File: config.mk
export PLATFORM = sky130hd
export DESIGN_NAME = fifo_dpram_ctrl_flat
export DESIGN_NICKNAME = d
export VERILOG_FILES = /design/src/rtl/fifo_dpram_ctrl_if.sv /design/src/rtl/fifo_dpram_ctrl.sv /design/src/flat_wrapper.sv
export SDC_FILE = /design/constraint.sdc
export NUM_CORES = 1
export LEC_CHECK = 0
export CORE_ASPECT_RATIO = 1.75
export CORE_MARGIN = 3
export CORE_UTILIZATION = 43
export DETAILED_ROUTE_END_ITERATION = 10
export PLACE_DENSITY = 0.95
export SYNTH_ARGS = -nofsm -noshare
export SYNTH_HDL_FRONTEND = slang
export SYNTH_SLANG_ARGS = --single-unit
File: constraint.sdc
create_clock -name clk -period 4.05 [get_ports clk]
set_input_delay 0.405 -clock clk [delete_from_list [all_inputs] [get_ports clk]]
set_output_delay 0.405 -clock clk [all_outputs]
set_load 0.02 [all_outputs]
File: src/rtl/fifo_dpram_ctrl_if.sv
// Request/response bundle between transaction-layer producers/consumers and
// the FIFO controller.
interface fifo_dpram_ctrl_if #(
  parameter int DATA_WIDTH = 8,
  parameter int ADDR_WIDTH = 6
);
  logic                  push;
  logic [DATA_WIDTH-1:0] data_in;
  logic                  pop;
  logic [DATA_WIDTH-1:0] data_out;
  logic                  valid_out;
  logic                  full;
  logic                  empty;
  logic                  almost_full;
  logic                  almost_empty;
  logic [ADDR_WIDTH:0]   count;
  logic                  error;

  modport master (
    output push, data_in, pop,
    input  data_out, valid_out, full, empty, almost_full, almost_empty, count, error
  );

  modport slave (
    input  push, data_in, pop,
    output data_out, valid_out, full, empty, almost_full, almost_empty, count, error
  );
endinterface

File: src/rtl/fifo_dpram_ctrl.sv
// FIFO controller driving an external 64x8 true dual-port RAM: writes on
// port A, reads on port B (registered read data returned on q_b).
module fifo_dpram_ctrl #(
  parameter int DATA_WIDTH = 8,
  parameter int ADDR_WIDTH = 6,
  parameter int AF_TH      = 60,
  parameter int AE_TH      = 4
) (
  input  logic                  clk,
  input  logic                  reset,
  fifo_dpram_ctrl_if.slave      bus,
  output logic                  we_a,
  output logic [ADDR_WIDTH-1:0] addr_a,
  output logic [DATA_WIDTH-1:0] data_a,
  output logic                  we_b,
  output logic [ADDR_WIDTH-1:0] addr_b,
  output logic [DATA_WIDTH-1:0] data_b,
  input  logic [DATA_WIDTH-1:0] q_b
);
  localparam int CW = ADDR_WIDTH + 1;
  localparam logic [CW-1:0] DEPTH = CW'(1 << ADDR_WIDTH);

  logic [ADDR_WIDTH-1:0] wr_ptr;
  logic [ADDR_WIDTH-1:0] rd_ptr;
  logic [CW-1:0]         count_r;
  logic [CW-1:0]         count_nxt;
  logic                  full_r;
  logic                  empty_r;
  logic                  af_r;
  logic                  ae_r;
  logic                  valid_r;
  logic                  error_r;
  logic                  push_ok;
  logic                  pop_ok;

  // Push on full is refused even alongside a pop so port A never writes the
  // address port B is reading.
  assign push_ok = bus.push & ~full_r & ~reset;
  assign pop_ok  = bus.pop & ~empty_r & ~reset;

  assign we_a   = push_ok;
  assign addr_a = wr_ptr;
  assign data_a = bus.data_in;
  assign we_b   = 1'b0;
  assign addr_b = rd_ptr;
  assign data_b = '0;

  always_comb begin
    count_nxt = count_r;
    if (push_ok && !pop_ok)
      count_nxt = count_r + CW'(1);
    else if (pop_ok && !push_ok)
      count_nxt = count_r - CW'(1);
  end

  always_ff @(posedge clk) begin
    if (reset) begin
      wr_ptr  <= '0;
      rd_ptr  <= '0;
      count_r <= '0;
      full_r  <= 1'b0;
      empty_r <= 1'b1;
      af_r    <= 1'b0;
      ae_r    <= 1'b1;
      valid_r <= 1'b0;
      error_r <= 1'b0;
    end else begin
      if (push_ok)
        wr_ptr <= wr_ptr + ADDR_WIDTH'(1);
      if (pop_ok)
        rd_ptr <= rd_ptr + ADDR_WIDTH'(1);
      count_r <= count_nxt;
      full_r  <= (count_nxt == DEPTH);
      empty_r <= (count_nxt == '0);
      af_r    <= (count_nxt >= CW'(AF_TH));
      ae_r    <= (count_nxt <= CW'(AE_TH));
      valid_r <= pop_ok;
      if ((bus.push && full_r) || (bus.pop && empty_r))
        error_r <= 1'b1;
    end
  end

  assign bus.data_out     = q_b;
  assign bus.valid_out    = valid_r;
  assign bus.full         = full_r;
  assign bus.empty        = empty_r;
  assign bus.almost_full  = af_r;
  assign bus.almost_empty = ae_r;
  assign bus.count        = count_r;
  assign bus.error        = error_r;
endmodule

File: src/flat_wrapper.sv
// flat-port wrapper written by rule: the top's interface ports become plain ports
module fifo_dpram_ctrl_flat 
#(
  parameter int DATA_WIDTH = 8,
  parameter int ADDR_WIDTH = 6,
  parameter int AF_TH      = 60,
  parameter int AE_TH      = 4
)
  (clk, reset, we_a, addr_a, data_a, we_b, addr_b, data_b, q_b, bus_push, bus_data_in, bus_pop, bus_data_out, bus_valid_out, bus_full, bus_empty, bus_almost_full, bus_almost_empty, bus_count, bus_error);
  fifo_dpram_ctrl_if #(.DATA_WIDTH(DATA_WIDTH), .ADDR_WIDTH(ADDR_WIDTH)) bus_i ();
  input  logic clk;
  input  logic reset;
  output logic we_a;
  output logic [ADDR_WIDTH-1:0] addr_a;
  output logic [DATA_WIDTH-1:0] data_a;
  output logic we_b;
  output logic [ADDR_WIDTH-1:0] addr_b;
  output logic [DATA_WIDTH-1:0] data_b;
  input  logic [DATA_WIDTH-1:0] q_b;
  input wire logic [$bits(bus_i.push)-1:0] bus_push;
  input wire logic [$bits(bus_i.data_in)-1:0] bus_data_in;
  input wire logic [$bits(bus_i.pop)-1:0] bus_pop;
  output wire logic [$bits(bus_i.data_out)-1:0] bus_data_out;
  output wire logic [$bits(bus_i.valid_out)-1:0] bus_valid_out;
  output wire logic [$bits(bus_i.full)-1:0] bus_full;
  output wire logic [$bits(bus_i.empty)-1:0] bus_empty;
  output wire logic [$bits(bus_i.almost_full)-1:0] bus_almost_full;
  output wire logic [$bits(bus_i.almost_empty)-1:0] bus_almost_empty;
  output wire logic [$bits(bus_i.count)-1:0] bus_count;
  output wire logic [$bits(bus_i.error)-1:0] bus_error;
  assign bus_i.push = bus_push;
  assign bus_i.data_in = bus_data_in;
  assign bus_i.pop = bus_pop;
  assign bus_data_out = bus_i.data_out;
  assign bus_valid_out = bus_i.valid_out;
  assign bus_full = bus_i.full;
  assign bus_empty = bus_i.empty;
  assign bus_almost_full = bus_i.almost_full;
  assign bus_almost_empty = bus_i.almost_empty;
  assign bus_count = bus_i.count;
  assign bus_error = bus_i.error;
  fifo_dpram_ctrl #(.DATA_WIDTH(DATA_WIDTH), .ADDR_WIDTH(ADDR_WIDTH), .AF_TH(AF_TH), .AE_TH(AE_TH)) u_core (.clk(clk), .reset(reset), .bus(bus_i), .we_a(we_a), .addr_a(addr_a), .data_a(data_a), .we_b(we_b), .addr_b(addr_b), .data_b(data_b), .q_b(q_b));
endmodule
---- Word-level counts from Yosys, hierarchy flattened ----
Cells that the tools add are included.
word-level totals
  flip-flop bits (word level) ............. 25
  latch bits .............................. 0
  memory bits (writable) .................. 0
  memory bits (read-only) ................. 0
  output and inout bits ................... 51
  word-level logic and storage cells ...... 33
  memories kept ........................... 0
cells by class
  add/subtract/negate cells ............... 4
  $mul .................................... 0
  divide/modulo/power cells ............... 0
  magnitude comparators ................... 2
  equal/unequal tests ..................... 1
  shift operators ......................... 0
  muxes and demuxes ....................... 2
  bitwise gates (word level) .............. 7
  reduce and logical (&&, ||, !) cells .... 8
operators by type and width
  cell                                                               number
  2-to-1 mux 7 bit                                                   2
  adder 6 x 1 -> 6 bit, second input constant                        2
  adder 7 x 1 -> 7 bit, second input constant                        1
  == test 7 bit, second input constant                               1
  greater-or-equal comparator 7 x 6 -> 1 bit, second input constant  1
  <= comparator 7 x 3 -> 1 bit, second input constant                1
  zero test 7 bit                                                    1
  subtractor 7 x 1 -> 7 bit, second input constant                   1
  AND 1 bit                                                          4
  logical AND 1 bit                                                  4
  inverter 1 bit                                                     3
  zero test 1 bit                                                    2
  logical OR 1 bit                                                   1

---- Logic depth before layout (Yosys ltp) ----
Gate-level depths: netlist (run 1).
  depth in word-level cells ............... 8
  depth in mapped cells ................... 7
  gate-level depth less buffers ........... 7

---- Least setup slack after synthesis (run 1) ----
OpenSTA, ideal clock, no wires.
  path kind ............................... reg-to-reg
  start point ............................. register u_core.count_r[0], in the netlist u_core.bus.count[0]
  end point ............................... register u_core.full_r, in the netlist u_core.bus.full
  setup time .............................. 0.087 ns
  arrival time ............................ 2.166 ns
  data required time ...................... 3.963 ns
  setup slack ............................. 1.797 ns
  stages on the path, launching flop included .. 7
  path buffers ............................ 0
  cells stage by stage .................... dfxtp_1 -> inv_1 -> ha_1 -> or3_1 -> a211o_1 -> a211o_1 -> nor4b_2
on the way
  cells in the longest elaborated chain, start to end .. 4
RTL lines
  what                       line                   source
  start, declared            fifo_dpram_ctrl.sv:25  logic [CW-1:0] count_r;
  start signal, assigned     fifo_dpram_ctrl.sv:72  count_r <= count_nxt;
  subtractor 7 x 1 -> 7 bit  fifo_dpram_ctrl.sv:53  count_nxt = count_r - CW'(1);
  2-to-1 mux 7 bit           fifo_dpram_ctrl.sv:52  else if (pop_ok && !push_ok)
  2-to-1 mux 7 bit *         fifo_dpram_ctrl.sv:50  if (push_ok && !pop_ok)
  == test 7 bit *            fifo_dpram_ctrl.sv:73  full_r <= (count_nxt == DEPTH);
  end signal, assigned       fifo_dpram_ctrl.sv:73
  end, declared              fifo_dpram_ctrl.sv:27  logic full_r;
Every way passes the cells marked *; elsewhere a longest branch is shown, timed or not.
A chain may end at the register's enable or synchronous reset.

---- Worst setup path after layout (run 1) ----
  start point ............................. input port bus_pop
  end point ............................... register u_core.full_r, in the netlist u_core.bus.full
on the way
  cells in the longest elaborated chain, start to end .. 6
RTL lines
  what                                                          line                                          source
  start, declared                                               flat_wrapper.sv:22                            input wire logic [$bits(bus_i.pop)-1:0] bus_pop;
  AND 1 bit * (2 in a row)                                      fifo_dpram_ctrl.sv:39                         assign pop_ok = bus.pop & ~empty_r & ~reset;
  logical AND 1 bit / zero test 1 bit (equally long branches)   fifo_dpram_ctrl.sv:52, fifo_dpram_ctrl.sv:50
  2-to-1 mux 7 bit / logical AND 1 bit (equally long branches)  fifo_dpram_ctrl.sv:52, fifo_dpram_ctrl.sv:50
  2-to-1 mux 7 bit *                                            fifo_dpram_ctrl.sv:50
  == test 7 bit *                                               fifo_dpram_ctrl.sv:73
Marked as above.

==> results_dict.tcl, run 1 <==
set metrics [dict create \
    num_vias 1195 \
    synth_edf_count 0 \
    peakVddDrop_uv 232 \
    grt_overflow 0 \
    ys_types 43 \
    fin_skew_ns 0.00259 \
    place_congestion 0.818 \
    synth_top_family_by_area "simple AND/OR/NAND/NOR gates" \
    syn_inst 168 \
    post-route-period-util 0.647 \
    hpwl_um 2280 \
    drt_first_pass_iters 4 \
    start_util 0.454 \
    top_usage_layer "met2" \
    syn_to_final_growth_pct 14.2 \
    yosysWarnings 0 \
    period_minus_slack_ns 2.62 \
    grt_first_pass_wirelength_um 4890 \
    die_width_um 49.7 \
    synth_common_cells "26 x buf_4, 25 x dfxtp_1, 21 x nor2_1, 13 x nand2_1, 8 x xor2_1" \
    cts_setup_buffers 0 \
    cap_violations 0 \
    path_max_fanout 14 \
    use_met1 0.160 \
    avgViaCountPerCell 5.38 \
    insertion_delay_ns 0.27 \
    yosys.area_share.adder 0.0348 \
    synth_compound_area_frac 0.105 \
    yosysTopAreaCellShare 0.348 \
    cts_root_buffer "clkbuf_8" \
    power_density_mw_per_mm2 405 \
    p_switching_uw 229 \
    hp-class "reg2reg" \
    fin_tns_setup_ns 0 \
    pwr-share-comb 0.330 \
    hold_viol 0 \
    routed_wl_um 2980 \
    syn-cell-area_mm2 0.00144 \
    core_mm2 0.00318 \
    port_buffers 29 \
    worst_setup_path_end_kind "flop" \
    synth_top_area_cell "dfxtp_1" \
    globalRouteMet3Util 0.0269 \
    rsz0062_at_grt "no" \
    grt_max_degree 24 \
    slowest_delay_ns 0.55 \
    ys.flop_type "dfxtp_1" \
    relSlewSlack 0.629 \
    drt_iter0_drc 35 \
    crit_type "in2reg" \
    num_io_pins 71 \
    final_area_mm2 0.00165 \
    seqPwrFrac 0.454 \
    clkPwrFrac 0.216 \
    crit_arrival_ns 2.81 \
    slew_viol_final 0 \
    first_global_vias 1133 \
    p_int_uw 438 \
    drive_above_1_share 0.0615 \
    die_area_mm2 0.00411 \
    setup_viol 0 \
    rows 27 \
    grt.total_usage 0.152 \
    synth_area_leaders "dfxtp_1 35%, buf_4 14%, nor2_1 5.5%" \
    cp_cell_sequence "clkdlybuf4s50_1, nor2b_2, nor4_1, or3_1, a222oi_1, nor4b_2" \
    start_kind "input port" \
    numCtsBuffers 3 \
    ctsHtreeMaxLevel 1 \
    fmax_mhz 382 \
    cp_slowest_cell "clkdlybuf4s50_1" \
    ys_seq_area_frac 0.348 \
    synth_xor_area_frac 0.0730 \
    cts_hold_buf 0 \
    async_reset_ff_frac 0 \
    drtAntennaViolNets 0 \
    placed_area_mm2 0.00160 \
    power_leakage_uw 0.000619 \
    cts_buffer_depth 2 \
    synth.avg_cell_area_um2 8.57 \
    cts_tree "built" \
    clkTransAtPathRegs_ns 0.08 \
    synth_most_common_cell "buf_4" \
    grt_util_met2 0.282 \
    outcome "completed" \
    nets 204 \
    ys_ff_latch 25 \
    swShare 0.343 \
    cts.sinks 25 \
    diodes 0 \
    wl_per_cell_um 13.4 \
    yosys.area_share.simple 0.272 \
    cts-resized-gates 0 \
    required_ns 4.23 \
    worst_slew_pin_slew_ns 0.554 \
    die_h_um 82.6 \
    synthMuxAreaShare 0 \
    drc 0 \
    antenna_found_initial 0 \
]
## state kept, by name, indices dropped and copies added (netlist names)
signal / count
u_core.bus.almost_full: 1
u_core.bus.valid_out: 1
u_core.addr_b: 6
u_core.addr_a: 6
u_core.bus.almost_empty: 1
u_core.bus.full: 1
u_core.bus.empty: 1
u_core.bus.count: 7
u_core.bus.error: 1
## critical path: cells and delay by family
kind	cells	cell delay [ns]
buffers and inverters	1	0.55
AOI/OAI and AO/OA	1	0.48
and+or+nand+nor	4	1.37
## per-layer routing
layer / vias to the layer above / wire (um)
li1: 570 / -
met1: 558 / 1110
met2: 59 / 1580
met3: 8 / 226
met4: 0 / 70
met5: - / 0
## path summary, 6_finish.rpt
kind / start / slack, ns / depth (start not counted) / end
hold reg to reg: u_core.bus.error / 0.48 / 2 / u_core.bus.error
setup / recovery: bus_pop / 1.43 / 6 / u_core.bus.full
hold / removal: u_core.bus.error / 0.48 / 2 / u_core.bus.error
setup reg to reg: u_core.bus.count[0] / 1.76 / 6 / u_core.bus.full
## final cells by class
type | count | area, um^2
fill | 296 | 1530
multi-input combinational | 116 | 732
sequential | 25 | 500
timing repair buffer | 30 | 298
tap | 43 | 53.8
clock buffer | 3 | 41.3
inverter | 4 | 15.0
clock inverter | 1 | 5.00
## power by group through the flow
stage / Clock, uW / Sequential [uW] / Combinational (uW)
floorplan: 0 / 328 / 150
global placement: 0 / 307 / 215
detailed placement: 0 / 307 / 219
CTS: 149 / 302 / 221
global route: 162 / 307 / 239
finish: 144 / 303 / 220
## cell families after synthesis
family	after synthesis
compound gates	21
flops	25
other cells	1
xor+xnor	12
fa+ha+maj	4
simple gates	70
buf+inv	35
## layout by cell type (no fill, tap or decap), types with 2 or more instances in the layout
cell             instances
clkdlybuf4s50_1         29
dfxtp_1                 25
nor2_1                  21
nand2_1                 13
conb_1                   9
xor2_1                   8
or3_1                    5
inv_1                    4
nand4b_1                 4
o21ai_0                  4
nor3_1                   4
a21oi_1                  4
xnor2_1                  4
nand4_1                  4
ha_1                     4
and3_1                   3
o211ai_1                 3
clkbuf_8                 3
nor4_1                   2
nand2b_1                 2
a211o_1                  2
a221oi_1                 2
## stage by stage
| step | utilization | total power [uW] | cells | hold WS [ns] | setup slack (ns) |
|---|---|---|---|---|---|
| CTS | 0.518 | 672 | 222 | 0.491 | 1.47 |
| floorplan | - | 478 | 176 | 0.490 | 1.80 |
| detailed placement | 0.504 | 526 | 218 | 0.472 | 1.20 |
| global placement | 0.504 | 522 | 218 | 0.467 | 1.28 |
| global route | 0.518 | 708 | 222 | 0.515 | 1.28 |
| finish | 0.518 | 667 | 222 | 0.480 | 1.43 |
Note: power is estimated with default switching activity, not from simulation.
==> run 2: changes to the inputs <==
--- a/config.mk
+++ b/config.mk
@@ -7,9 +7,9 @@
 export LEC_CHECK = 0
 export CORE_ASPECT_RATIO = 1.75
 export CORE_MARGIN = 3
-export CORE_UTILIZATION = 43
+export CORE_UTILIZATION = 40
 export DETAILED_ROUTE_END_ITERATION = 10
-export PLACE_DENSITY = 0.95
+export PLACE_DENSITY = 0.91
 export SYNTH_ARGS = -nofsm -noshare
 export SYNTH_HDL_FRONTEND = slang
 export SYNTH_SLANG_ARGS = --single-unit
==> constraint.sdc (replaced) <==
create_clock -name clk -period 2.7 [get_ports clk]
set_input_delay 0.27 -clock clk [delete_from_list [all_inputs] [get_ports clk]]
set_output_delay 0.27 -clock clk [all_outputs]
set_load 0.02 [all_outputs]
==> run 2 against run 1 <==
  * Hold slack improved by 0.012 ns
  * Sequential share of layout area fell by 0.43 points
  * First-iteration DRC count rose by 46%
  * Clock power rose by 53%
  * Clock skew barely moved
  * Register-to-register slack got worse by 1.5 ns
==> results_dict.tcl, run 2 (synthesis gave the netlist of run 1 again) <==
set metrics [dict create \
    ctsHtreeMaxLevel 1 \
    num-fill-cells 353 \
    crit_type "reg2reg" \
    drt_first_pass_iters 5 \
    nets 207 \
    largest_reg_flops 7 \
    die_h_um 85.4 \
    core_mm2 0.00343 \
    port_buffers 29 \
    syn_to_final_growth_pct 15.9 \
    setup_viol 0 \
    fmax_mhz 415 \
    reg2reg_from "u_core.bus.count[0]" \
    outcome "completed" \
    r2r_cells 7 \
    antenna_found_initial 0 \
    cts_hold_buf 0 \
    drc 0 \
    grt_max_degree 20 \
    fin_tns_setup_ns 0 \
    relSlewSlack 0.640 \
    clkTransAtPathRegs_ns 0.08 \
    worst_setup_path_end_kind "flop" \
    start_kind "flop" \
    place_congestion 0.810 \
    cts.sinks 25 \
    cap_violations 0 \
    cts_buffer_depth 2 \
    power_leakage_uw 0.000631 \
    drive_above_1_share 0.0714 \
    worst_slew_pin_slew_ns 0.540 \
    start_util 0.419 \
    slew_viol_final 0 \
    cts-resized-gates 0 \
    rsz0062_at_grt "no" \
    num_vias 1241 \
    r2r-end "u_core.bus.full" \
    diodes 0 \
    grt.total_usage 0.152 \
    drtAntennaViolNets 0 \
    crit_arrival_ns 2.59 \
    post-route-period-util 0.893 \
    die_width_um 51.4 \
    numCtsBuffers 3 \
    drt_iter0_drc 51 \
    num_io_pins 71 \
    cts_setup_buffers 0 \
    period_minus_slack_ns 2.41 \
    wl_per_cell_um 14.1 \
    grt_first_pass_wirelength_um 5200 \
    hpwl_um 2480 \
    insertion_delay_ns 0.26 \
    cts_tree "built" \
    hp-start "u_core.addr_b[1]" \
    die_area_mm2 0.00438 \
    ff2ff_setup_slack_ns 0.29 \
    power_density_mw_per_mm2 609 \
    required_ns 2.88 \
    peakVddDrop_uv 277 \
    routed_wl_um 3210 \
    hp-class "reg2reg" \
    hold_depth 2 \
    cts_root_buffer "clkbuf_8" \
    rows 28 \
    fin_skew_ns 0.00243 \
    final_core_util 0.486 \
    layout_commonest_cell "clkdlybuf4s50_1" \
    final_cell_mix "29 x clkdlybuf4s50_1, 25 x dfxtp_1, 21 x nor2_1" \
    hold_viol 0 \
    avgViaCountPerCell 5.47 \
    path_max_fanout 6 \
    grt_overflow 0 \
    first_global_vias 1199 \
    hold_end "u_core.addr_b[1]" \
]
## run 2: cell types whose count changed in the layout (fill, tap and decap cells not counted)
cell,before,now
buf_4,1,4
clkbuf_1,0,1
clkinv_2,1,0
## run 2: area by class of cell
class | instances | area, um^2 | share of cell area
Clock buffer | 4 | 45.0 | 0.0270
Tap cell | 45 | 56.3 | 0.0337
Timing Repair Buffer | 33 | 320 | 0.192
Sequential cell | 25 | 500 | 0.300
Inverter | 4 | 15.0 | 0.00900
Multi-Input combinational cell | 116 | 732 | 0.439
## run 2: per-stage QoR
step                      power, uW  instances  area (um^2)  hold slack [ns]  setup slack (ns)
final                          1020        227         1670            0.491             0.290
after global routing           1070        227         1670            0.533             0.114
after CTS                      1020        227         1670            0.493             0.320
after detailed placement        802        223         1620            0.481            0.0957
after global placement          791        223         1620            0.468             0.232
after floorplan                 717        176         1470            0.355             0.447
## run 2: critical path, cell delays in order (launching register included)
cell and delay (ns):
dfxtp_1 0.38, inv_1 0.15, ha_1 0.22, or4b_1 0.46
nor3_2 0.22, o21ai_2 0.11, a222oi_1 0.50, nor4b_2 0.28
## run 2: worst max path at each step
stage / from / end / slack, ns / depth (start not counted)
after floorplan: u_core.bus.count[0] / u_core.bus.full / 0.45 / 6
after global placement: reset / u_core.bus.full / 0.23 / 6
after CTS: u_core.bus.count[0] / u_core.bus.full / 0.32 / 7
final: u_core.bus.count[0] / u_core.bus.full / 0.29 / 7
after global routing: reset / u_core.bus.full / 0.11 / 6
after detailed placement: reset / u_core.bus.full / 0.1 / 6
## run 2: per-layer routing
layer,GRT usage,vias to the layer above,wire length [um]
met5,0,-,0
met4,0.103,0,153
met3,0.0264,16,201
met2,0.276,52,1660
met1,0.150,593,1190
li1,-,580,-
## run 2: where the power goes
part | leakage [uW] | switching (uW) | total [uW] | internal, uW
sequential | 0.000203 | 46.4 | 451 | 405
clock | 0.0000228 | 114 | 220 | 105
combinational | 0.000405 | 189 | 345 | 156
total | 0.000631 | 350 | 1020 | 666
